File: src/rtl/muldiv_pkg.sv
// Shared definitions for the iterative RV32M multiply/divide unit:
// func3 encodings, FSM state type and operand-signedness helpers.
package muldiv_pkg;

    localparam logic [2:0] F3_MUL    = 3'b000;
    localparam logic [2:0] F3_MULH   = 3'b001;
    localparam logic [2:0] F3_MULHSU = 3'b010;
    localparam logic [2:0] F3_MULHU  = 3'b011;
    localparam logic [2:0] F3_DIV    = 3'b100;
    localparam logic [2:0] F3_DIVU   = 3'b101;
    localparam logic [2:0] F3_REM    = 3'b110;
    localparam logic [2:0] F3_REMU   = 3'b111;

    typedef enum logic [1:0] {
        ST_IDLE = 2'd0,
        ST_CALC = 2'd1,
        ST_DONE = 2'd2
    } state_e;

    function automatic logic is_div(input logic [2:0] f3);
        return f3[2];
    endfunction

    function automatic logic rs1_signed(input logic [2:0] f3);
        logic s;
        s = 1'b0;
        case (f3)
            F3_MUL, F3_MULH, F3_MULHSU, F3_DIV, F3_REM: s = 1'b1;
            default:                                    s = 1'b0;
        endcase
        return s;
    endfunction

    function automatic logic rs2_signed(input logic [2:0] f3);
        logic s;
        s = 1'b0;
        case (f3)
            F3_MUL, F3_MULH, F3_DIV, F3_REM: s = 1'b1;
            default:                         s = 1'b0;
        endcase
        return s;
    endfunction

endpackage

File: src/rtl/muldiv_unit.sv
// Iterative RV32M multiply/divide unit: radix-2 shift-add multiplier and
// restoring divider sharing one 2*XLEN accumulator, with busy/done handshake.
module muldiv_unit
    import muldiv_pkg::*;
#(
    parameter int XLEN = 32
) (
    input  logic            clk,
    input  logic            rst_n,
    input  logic            start,
    input  logic [2:0]      func3,
    input  logic [XLEN-1:0] rs1,
    input  logic [XLEN-1:0] rs2,
    input  logic            flush,
    output logic            busy,
    output logic            done,
    output logic [XLEN-1:0] result
);

    localparam int CW = $clog2(XLEN) + 1;
    localparam logic [CW-1:0]   CNT_ONE  = {{(CW-1){1'b0}}, 1'b1};
    localparam logic [CW-1:0]   CNT_LAST = CW'(XLEN - 1);
    localparam logic [XLEN-1:0] MIN_NEG  = {1'b1, {(XLEN-1){1'b0}}};

    state_e            state_q, state_d;
    logic [CW-1:0]     cnt_q, cnt_d;
    logic [2:0]        f3_q, f3_d;
    logic [XLEN-1:0]   op_q, op_d;
    logic              neg_q, neg_d;
    logic [2*XLEN-1:0] acc_q, acc_d;
    logic              busy_q, busy_d;
    logic              done_q, done_d;
    logic [XLEN-1:0]   result_q, result_d;

    logic              a_neg_s, b_neg_s, div0_s, ovf_s;
    logic [XLEN-1:0]   a_mag_s, b_mag_s;
    logic [XLEN:0]     mul_sum_s, rem_sh_s, rem_diff_s;
    logic [2*XLEN-1:0] mul_step_s, div_step_s, prod_fix_s;
    logic [XLEN-1:0]   quo_fix_s, rem_fix_s;

    // Operand magnitudes, signs and special-case detection at issue
    always_comb begin
        a_neg_s = rs1_signed(func3) & rs1[XLEN-1];
        b_neg_s = rs2_signed(func3) & rs2[XLEN-1];
        a_mag_s = a_neg_s ? -rs1 : rs1;
        b_mag_s = b_neg_s ? -rs2 : rs2;
        div0_s  = is_div(func3) && (rs2 == '0);
        ovf_s   = is_div(func3) && rs2_signed(func3) && (rs1 == MIN_NEG) && (rs2 == '1);
    end

    // One iteration of each algorithm plus the final sign fix
    always_comb begin
        // Multiply: multiplier sits in the low half and shifts out LSB-first.
        mul_sum_s  = {1'b0, acc_q[2*XLEN-1:XLEN]} + (acc_q[0] ? {1'b0, op_q} : {(XLEN+1){1'b0}});
        mul_step_s = {mul_sum_s, acc_q[XLEN-1:1]};
        // Divide: {remainder, quotient} shifts left; the extra bit absorbs 2*rem overflow.
        rem_sh_s   = acc_q[2*XLEN-1:XLEN-1];
        rem_diff_s = rem_sh_s - {1'b0, op_q};
        if (rem_diff_s[XLEN]) begin
            div_step_s = {rem_sh_s[XLEN-1:0], acc_q[XLEN-2:0], 1'b0};
        end else begin
            div_step_s = {rem_diff_s[XLEN-1:0], acc_q[XLEN-2:0], 1'b1};
        end
        prod_fix_s = neg_q ? -acc_q : acc_q;
        quo_fix_s  = neg_q ? -acc_q[XLEN-1:0] : acc_q[XLEN-1:0];
        rem_fix_s  = neg_q ? -acc_q[2*XLEN-1:XLEN] : acc_q[2*XLEN-1:XLEN];
    end

    // FSM next state, datapath loads and output values
    always_comb begin
        state_d  = state_q;
        cnt_d    = cnt_q;
        f3_d     = f3_q;
        op_d     = op_q;
        neg_d    = neg_q;
        acc_d    = acc_q;
        done_d   = 1'b0;
        result_d = result_q;
        if (flush) begin
            state_d = ST_IDLE;
            cnt_d   = '0;
        end else begin
            case (state_q)
                ST_IDLE: begin
                    if (start) begin
                        f3_d  = func3;
                        cnt_d = '0;
                        if (div0_s) begin
                            acc_d   = {rs1, {XLEN{1'b1}}};
                            neg_d   = 1'b0;
                            state_d = ST_DONE;
                        end else if (ovf_s) begin
                            acc_d   = {{XLEN{1'b0}}, rs1};
                            neg_d   = 1'b0;
                            state_d = ST_DONE;
                        end else if (is_div(func3)) begin
                            op_d    = b_mag_s;
                            acc_d   = {{XLEN{1'b0}}, a_mag_s};
                            // Remainder takes the dividend's sign, quotient the XOR.
                            neg_d   = func3[1] ? a_neg_s : (a_neg_s ^ b_neg_s);
                            state_d = ST_CALC;
                        end else begin
                            op_d    = a_mag_s;
                            acc_d   = {{XLEN{1'b0}}, b_mag_s};
                            neg_d   = a_neg_s ^ b_neg_s;
                            state_d = ST_CALC;
                        end
                    end else begin
                        state_d = ST_IDLE;
                    end
                end
                ST_CALC: begin
                    acc_d = is_div(f3_q) ? div_step_s : mul_step_s;
                    cnt_d = cnt_q + CNT_ONE;
                    if (cnt_q == CNT_LAST) begin
                        state_d = ST_DONE;
                    end else begin
                        state_d = ST_CALC;
                    end
                end
                ST_DONE: begin
                    done_d  = 1'b1;
                    state_d = ST_IDLE;
                    case (f3_q)
                        F3_MUL:                        result_d = prod_fix_s[XLEN-1:0];
                        F3_MULH, F3_MULHSU, F3_MULHU:  result_d = prod_fix_s[2*XLEN-1:XLEN];
                        F3_DIV, F3_DIVU:               result_d = quo_fix_s;
                        default:                       result_d = rem_fix_s;
                    endcase
                end
                default: begin
                    state_d = ST_IDLE;
                end
            endcase
        end
        // busy stays up through the done cycle so the pipeline sees one clean release.
        busy_d = (state_d != ST_IDLE) | done_d;
    end

    // State, datapath and registered outputs
    always_ff @(posedge clk or negedge rst_n) begin
        if (!rst_n) begin
            state_q  <= ST_IDLE;
            cnt_q    <= '0;
            f3_q     <= 3'b000;
            op_q     <= '0;
            neg_q    <= 1'b0;
            acc_q    <= '0;
            busy_q   <= 1'b0;
            done_q   <= 1'b0;
            result_q <= '0;
        end else begin
            state_q  <= state_d;
            cnt_q    <= cnt_d;
            f3_q     <= f3_d;
            op_q     <= op_d;
            neg_q    <= neg_d;
            acc_q    <= acc_d;
            busy_q   <= busy_d;
            done_q   <= done_d;
            result_q <= result_d;
        end
    end

    assign busy   = busy_q;
    assign done   = done_q;
    assign result = result_q;

endmodule

File: config.mk
export PLATFORM = sky130hd
export DESIGN_NAME = muldiv_unit
export DESIGN_NICKNAME = d
export VERILOG_FILES = /design/src/rtl/muldiv_pkg.sv /design/src/rtl/muldiv_unit.sv
export SDC_FILE = /design/constraint.sdc
export NUM_CORES = 1
export LEC_CHECK = 0
export CELL_PAD_IN_SITES_DETAIL_PLACEMENT = 0
export CELL_PAD_IN_SITES_GLOBAL_PLACEMENT = 1
export CORE_ASPECT_RATIO = 1.4
export CORE_MARGIN = 8
export CORE_UTILIZATION = 30
export DETAILED_ROUTE_END_ITERATION = 6
export PLACE_DENSITY = 0.62
export SLEW_MARGIN = 15
export SYNTH_ARGS = -nofsm -noshare
export SYNTH_HDL_FRONTEND = slang
export SYNTH_SLANG_ARGS = --single-unit
export TNS_END_PERCENT = 30
File: constraint.sdc
create_clock -name clk -period 4.2 [get_ports clk]
set_input_delay 0.42 -clock clk [delete_from_list [all_inputs] [get_ports clk]]
set_output_delay 0.42 -clock clk [all_outputs]
set_load 0.02 [all_outputs]
# Word-level counts from Yosys, hierarchy flattened
# Cells that the tools add are included.
# totals
reg_bits,142
in_bits,71
out_inout_bits,34
wordCells,92
# classes
add_sub_neg,8
eq_ne,16
n_mux,32
bitwise_logic,7
n_reduce_logical,20
# ops
cell,count
$mux 64,5
$mux 32,8
$neg 32->32,4
$pmux 64 s2,1
$pmux 32 s3,1
$eq 32x32->1 const B,2
$neg 64->64,1
$add 32x32->33,1
$sub 33x32->33,1
$logic_not 32->1,1
$eq 3x3->1 const B,4
$mux 6,2
$pmux 6 s2,1
$mux 2,5
$eq 3x2->1 const B,3
$mux 1,8
$add 6x1->6 const B,1
$eq 3x1->1 const B,2
$eq 6x5->1 const B,1
$logic_not 3->1,2
$reduce_and 3->1,2
$reduce_and 5->1,1
$reduce_or 5->1,1
$logic_and 1x1->1,4
other kinds (16),21

# Depth between registers and ports, before layout
# logic_depth
word_depth,13
ltp_mapped,15
mapped_depth_nobuf,13

# Worst setup path before layout
# Ideal clock, no wire load.
# synth_timing
path_kind,register -> register
from,register acc_q[0]
to,register acc_q[48]
setup_ns,0.123
arrival_ns,3.234
required_time_ns,4.077
setup_slack_ns,0.843
stages_incl_launch_ff,15
n_path_buf,1
synth_period_minus_slack_ns,3.357
path_cell_list,dfrtp_1 > inv_1 > buf_1 > nor2_1 > ha_1 > a211o_1 > a21o_1 > a221o_1 > a21boi_0 > o21ai_0 > a21o_1 > a21o_1 > xnor2_1 > mux2i_1 > o221a_2
# synth_between
elab_chain_cells,4
# synth_lines
element,line,text
"start, declared",muldiv_unit.sv:30,"logic [2*XLEN-1:0] acc_q, acc_d;"
"start signal, assigned",muldiv_unit.sv:148,acc_q <= '0;
"start signal, assigned",muldiv_unit.sv:158,acc_q <= acc_d;
$mux 32,muldiv_unit.sv:54,"mul_sum_s = {1'b0, acc_q[2*XLEN-1:XLEN]} + (acc_q[0] ? {1'b0, op_q} : {(XLEN+1){1'b0}});"
$add 32x32->33,muldiv_unit.sv:54,
$mux 64,muldiv_unit.sv:113,acc_d = is_div(f3_q) ? div_step_s : mul_step_s;
$pmux 64 s2,muldiv_unit.sv:83,case (state_q)
# Every way passes these cells.
# A chain may end at the register's enable or synchronous reset.

# Worst setup path after layout
# layout_timing
from,register acc_q[31]
to,register acc_q[55]
# layout_between
elab_chain_cells,4
# layout_lines
element,line,text
$sub 33x32->33,muldiv_unit.sv:58,"rem_diff_s = rem_sh_s - {1'b0, op_q};"
$mux 64,muldiv_unit.sv:59,if (rem_diff_s[XLEN]) begin
$mux 64,muldiv_unit.sv:113,
$pmux 64 s2,muldiv_unit.sv:83,
# Every way passes these cells.

==> metrics.md <==
| Metric | Value |
|---|---|
| Outcome | `complete, but fails checks` |
| Violated checks | `hold timing` |
| First-pass GRT wire length | `99.9 mm` |
| Dpl ws | `0.410 ns` |
| Switching Share | `0.500` |
| First-pass iteration count of the detailed router | `6` |
| Mapped cell area | `0.0145 mm²` |
| Fin area | `0.0170 mm²` |
| Crit path launch type | `flop` |
| Syn Area/Cell | `7.39 µm²` |
| Worst skew pair latency | `0.46 ns` |
| Most frequent cell after synthesis | `nand2_1` |
| Syn Nets | `2,103` |
| Top cells by count, synth | `nand2_1, a21oi_1, nor2_1` |
| Port buffer count | `104` |
| Crit-path max FO | `15` |
| Sequential Area | `0.00356 mm²` |
| Worst Setup End Kind | `flop` |
| CTS tree | `built` |
| Synth warn | `0` |
| Leakage | `0.00709 µW` |
| Final Skew | `0.0166 ns` |
| Die Ht | `276 µm` |
| Synth Flop Type | `dfrtp_1` |
| Setup Total Neg Slack | `0 ns` |
| Grt total ovfl | `0` |
| Pwr Total | `8590 µW` |
| Post-synth top area cell | `dfrtp_1` |
| Final count of negative-setup-slack endpoints | `0` |
| Clock slew at reported path FFs | `0.09 ns` |
| Yosys cell types | `83` |
| Synthesized instance count | `1,960` |
| All-Layer GR Usage | `0.237` |
| CTS buffer count | `17` |
| Area grow syn2layout | `17.7%` |
| Post-synth EDFFs | `0` |
| CP required | `4.55 ns` |
| CTS H-tree depth | `4` |
| Footprint of the multi-input gates | `0.0103 mm²` |
| PD cells | `504 mW/mm²` |
| Worst-margin pin slew | `1.12 ns` |
| Root Buffer | `clkbuf_16` |
| Tightest Hold Check Type | `in2async` |
| DR iter-0 viols | `1,259` |
| RSZ-0062 raised after global routing | `false` |
| Count of pins over their slew limit | `0` |
| Vias per Instance | `5.80` |
| Highest achievable clock rate | `0.261 GHz` |
| Antenna cells | `0` |
| Fin. Hold Viols | `7` |
| Sinks on Clock Net | `142` |
| CP Class | `reg2reg` |
| Slew HR | `0.249` |
| Clock Tree Buf Depth | `2` |
| Setup ws final | `0.372 ns` |
| Main area contributors after synthesis | `dfrtp_1, a21oi_1, nand2_1, o21ai_0, ha_1` |
| Die Wd | `202 µm` |
| FP Rows | `95` |
| Via count | `15,547` |
| Int Pwr | `4290 µW` |
| Maximum VDD drop | `0.296 mV` |
| Final Wtd Congestion | `0.958` |
| #FFs+latches synth | `142` |
| Post-CTS Hold Buffers | `0` |
| Io pins | `105` |
| Seq/Total Area, Yosys | `0.245` |
| DRT Wirelength | `67.1 mm` |
| Max-Cap Viols | `0` |
| Top cell type's share of synthesized area | `0.245` |
| Fin nets | `2,182` |
| Initial antenna violation count | `0` |
| Die area | `0.0557 mm²` |
| R2R Setup Slk | `0.37 ns` |
| Post-CTS setup buffer count | `0` |
| Sequential power share | `0.232` |
| Clock share of power | `0.185` |
| Post-CTS resize count | `0` |
| Largest net degree at the start of global routing | `77` |
| CORE AREA | `0.0479 mm²` |
| Final Cycle Share | `0.911` |
| Worst EP arrival | `4.18 ns` |
| Vias in the first global route | `15,412` |
| Combinational share of power | `0.583` |
| DRT antenna net count | `0` |
| Number of fill cells | `5,104` |
| Hold slack | `-0.0230 ns` |
| Drc violations | `0` |
| Dpl cell area | `0.0165 mm²` |
| Post-DP HPWL | `53.8 mm` |
| FFs w/ async S/R, synth | `1.00` |
| Wire per inst | `25.0 µm` |
| Share of cells above drive strength 1 | `0.0760` |
| Starting Density | `0.302` |
| Crit path time final | `3.83 ns` |
| NetSw | `4290 µW` |
## worst max-delay path, cell delays in order (launching register included)
cell and delay [ns]:
dfrtp_1 0.42, inv_1 0.11, ha_1 0.22, fa_1 0.39, nor2b_1 0.23, o31ai_1 0.16
a211oi_1 0.24, a211o_1 0.25, a21oi_2 0.14, a311oi_1 0.58, nand2_2 0.10, buf_4 0.24
buf_4 0.22, nand2_1 0.07, o21ai_0 0.08, a211oi_1 0.26
## layer usage
layer | wire (µm) | GRT usage | up-vias
li1 | - | - | 7252
met1 | 26300 | 0.269 | 7517
met2 | 33000 | 0.418 | 604
met3 | 3290 | 0.0324 | 174
met4 | 4520 | 0.148 | 0
met5 | 0 | 0 | -
## worst paths after layout
| path | startpoint | endpoint | cells after the start |
|---|---|---|---|
| min in group clk | result[18]$_DFFE_PN0P_ | result[18]$_DFFE_PN0P_ | 2 |
| worst max-delay path | acc_q[31]$_DFFE_PN0P_ | acc_q[55]$_DFFE_PN0P_ | 15 |
| worst max register to register | acc_q[31]$_DFFE_PN0P_ | acc_q[55]$_DFFE_PN0P_ | 15 |
| max in group asynchronous | rst_n | acc_q[42]$_DFFE_PN0P_ | 2 |
| worst min register to register | result[18]$_DFFE_PN0P_ | result[18]$_DFFE_PN0P_ | 2 |
| worst min-delay path | rst_n | cnt_q[5]$_DFFE_PN0P_ | 1 |
## cell type report
class / count / area share
clock buffers: 17 / 0.0250
clock inverters: 15 / 0.00822
inverters: 59 / 0.0130
multi-input cells: 1638 / 0.602
flip-flops and latches: 142 / 0.209
well taps: 630 / 0.0463
repair buffers: 181 / 0.0970
## cell usage in the layout (no fill, tap or decap), drive strengths merged, types with 29 or more instances in the layout
cell type      netlist  final
nand2              261    261
a21oi              210    210
o21ai              194    194
nor2               190    190
dfrtp              142    142
clkdlybuf4s50        0    102
xnor2               92     92
xor2                80     80
buf                 22     79
ha                  70     70
inv                 58     70
mux2i               48     48
a21o                39     39
nor3                36     36
a211oi              33     33
nand3               29     29
## power groups by stage
| stage | combinational, µW | clock [µW] | sequential (µW) |
|---|---|---|---|
| after global placement | 4940 | 0 | 2010 |
| after floorplan | 3390 | 0 | 1830 |
| after CTS | 4960 | 1610 | 1980 |
| after global routing | 5400 | 1660 | 2020 |
| after detailed placement | 4930 | 0 | 2010 |
| final | 5010 | 1590 | 1990 |
## metrics by stage
| step | cells | util |
|---|---|---|
| floorplan | 1960 | - |
| global placement | 2650 | 0.344 |
| detailed placement | 2650 | 0.344 |
| CTS | 2682 | 0.356 |
| global route | 2682 | 0.356 |
| finish | 2682 | 0.356 |
## kinds of logic (layout without fill, tap and decap cells)
family | count (synthesis) | count (layout) | synth area share
compound gates | 664 | 664 | 0.284
xor+xnor | 172 | 172 | 0.104
mux | 55 | 55 | 0.0386
simple gates | 675 | 675 | 0.216
fa+ha+maj | 72 | 72 | 0.0632
flops | 142 | 142 | 0.245
buf+inv | 180 | 272 | 0.0485
## flip-flops by register name, summed over array words and instances, names as in the netlist
name     cells
f3_q         3
cnt_q        6
neg_q        1
done         1
acc_q       64
result      32
state_q      2
op_q        32
busy         1
Note: power is estimated with default switching activity, not from simulation.
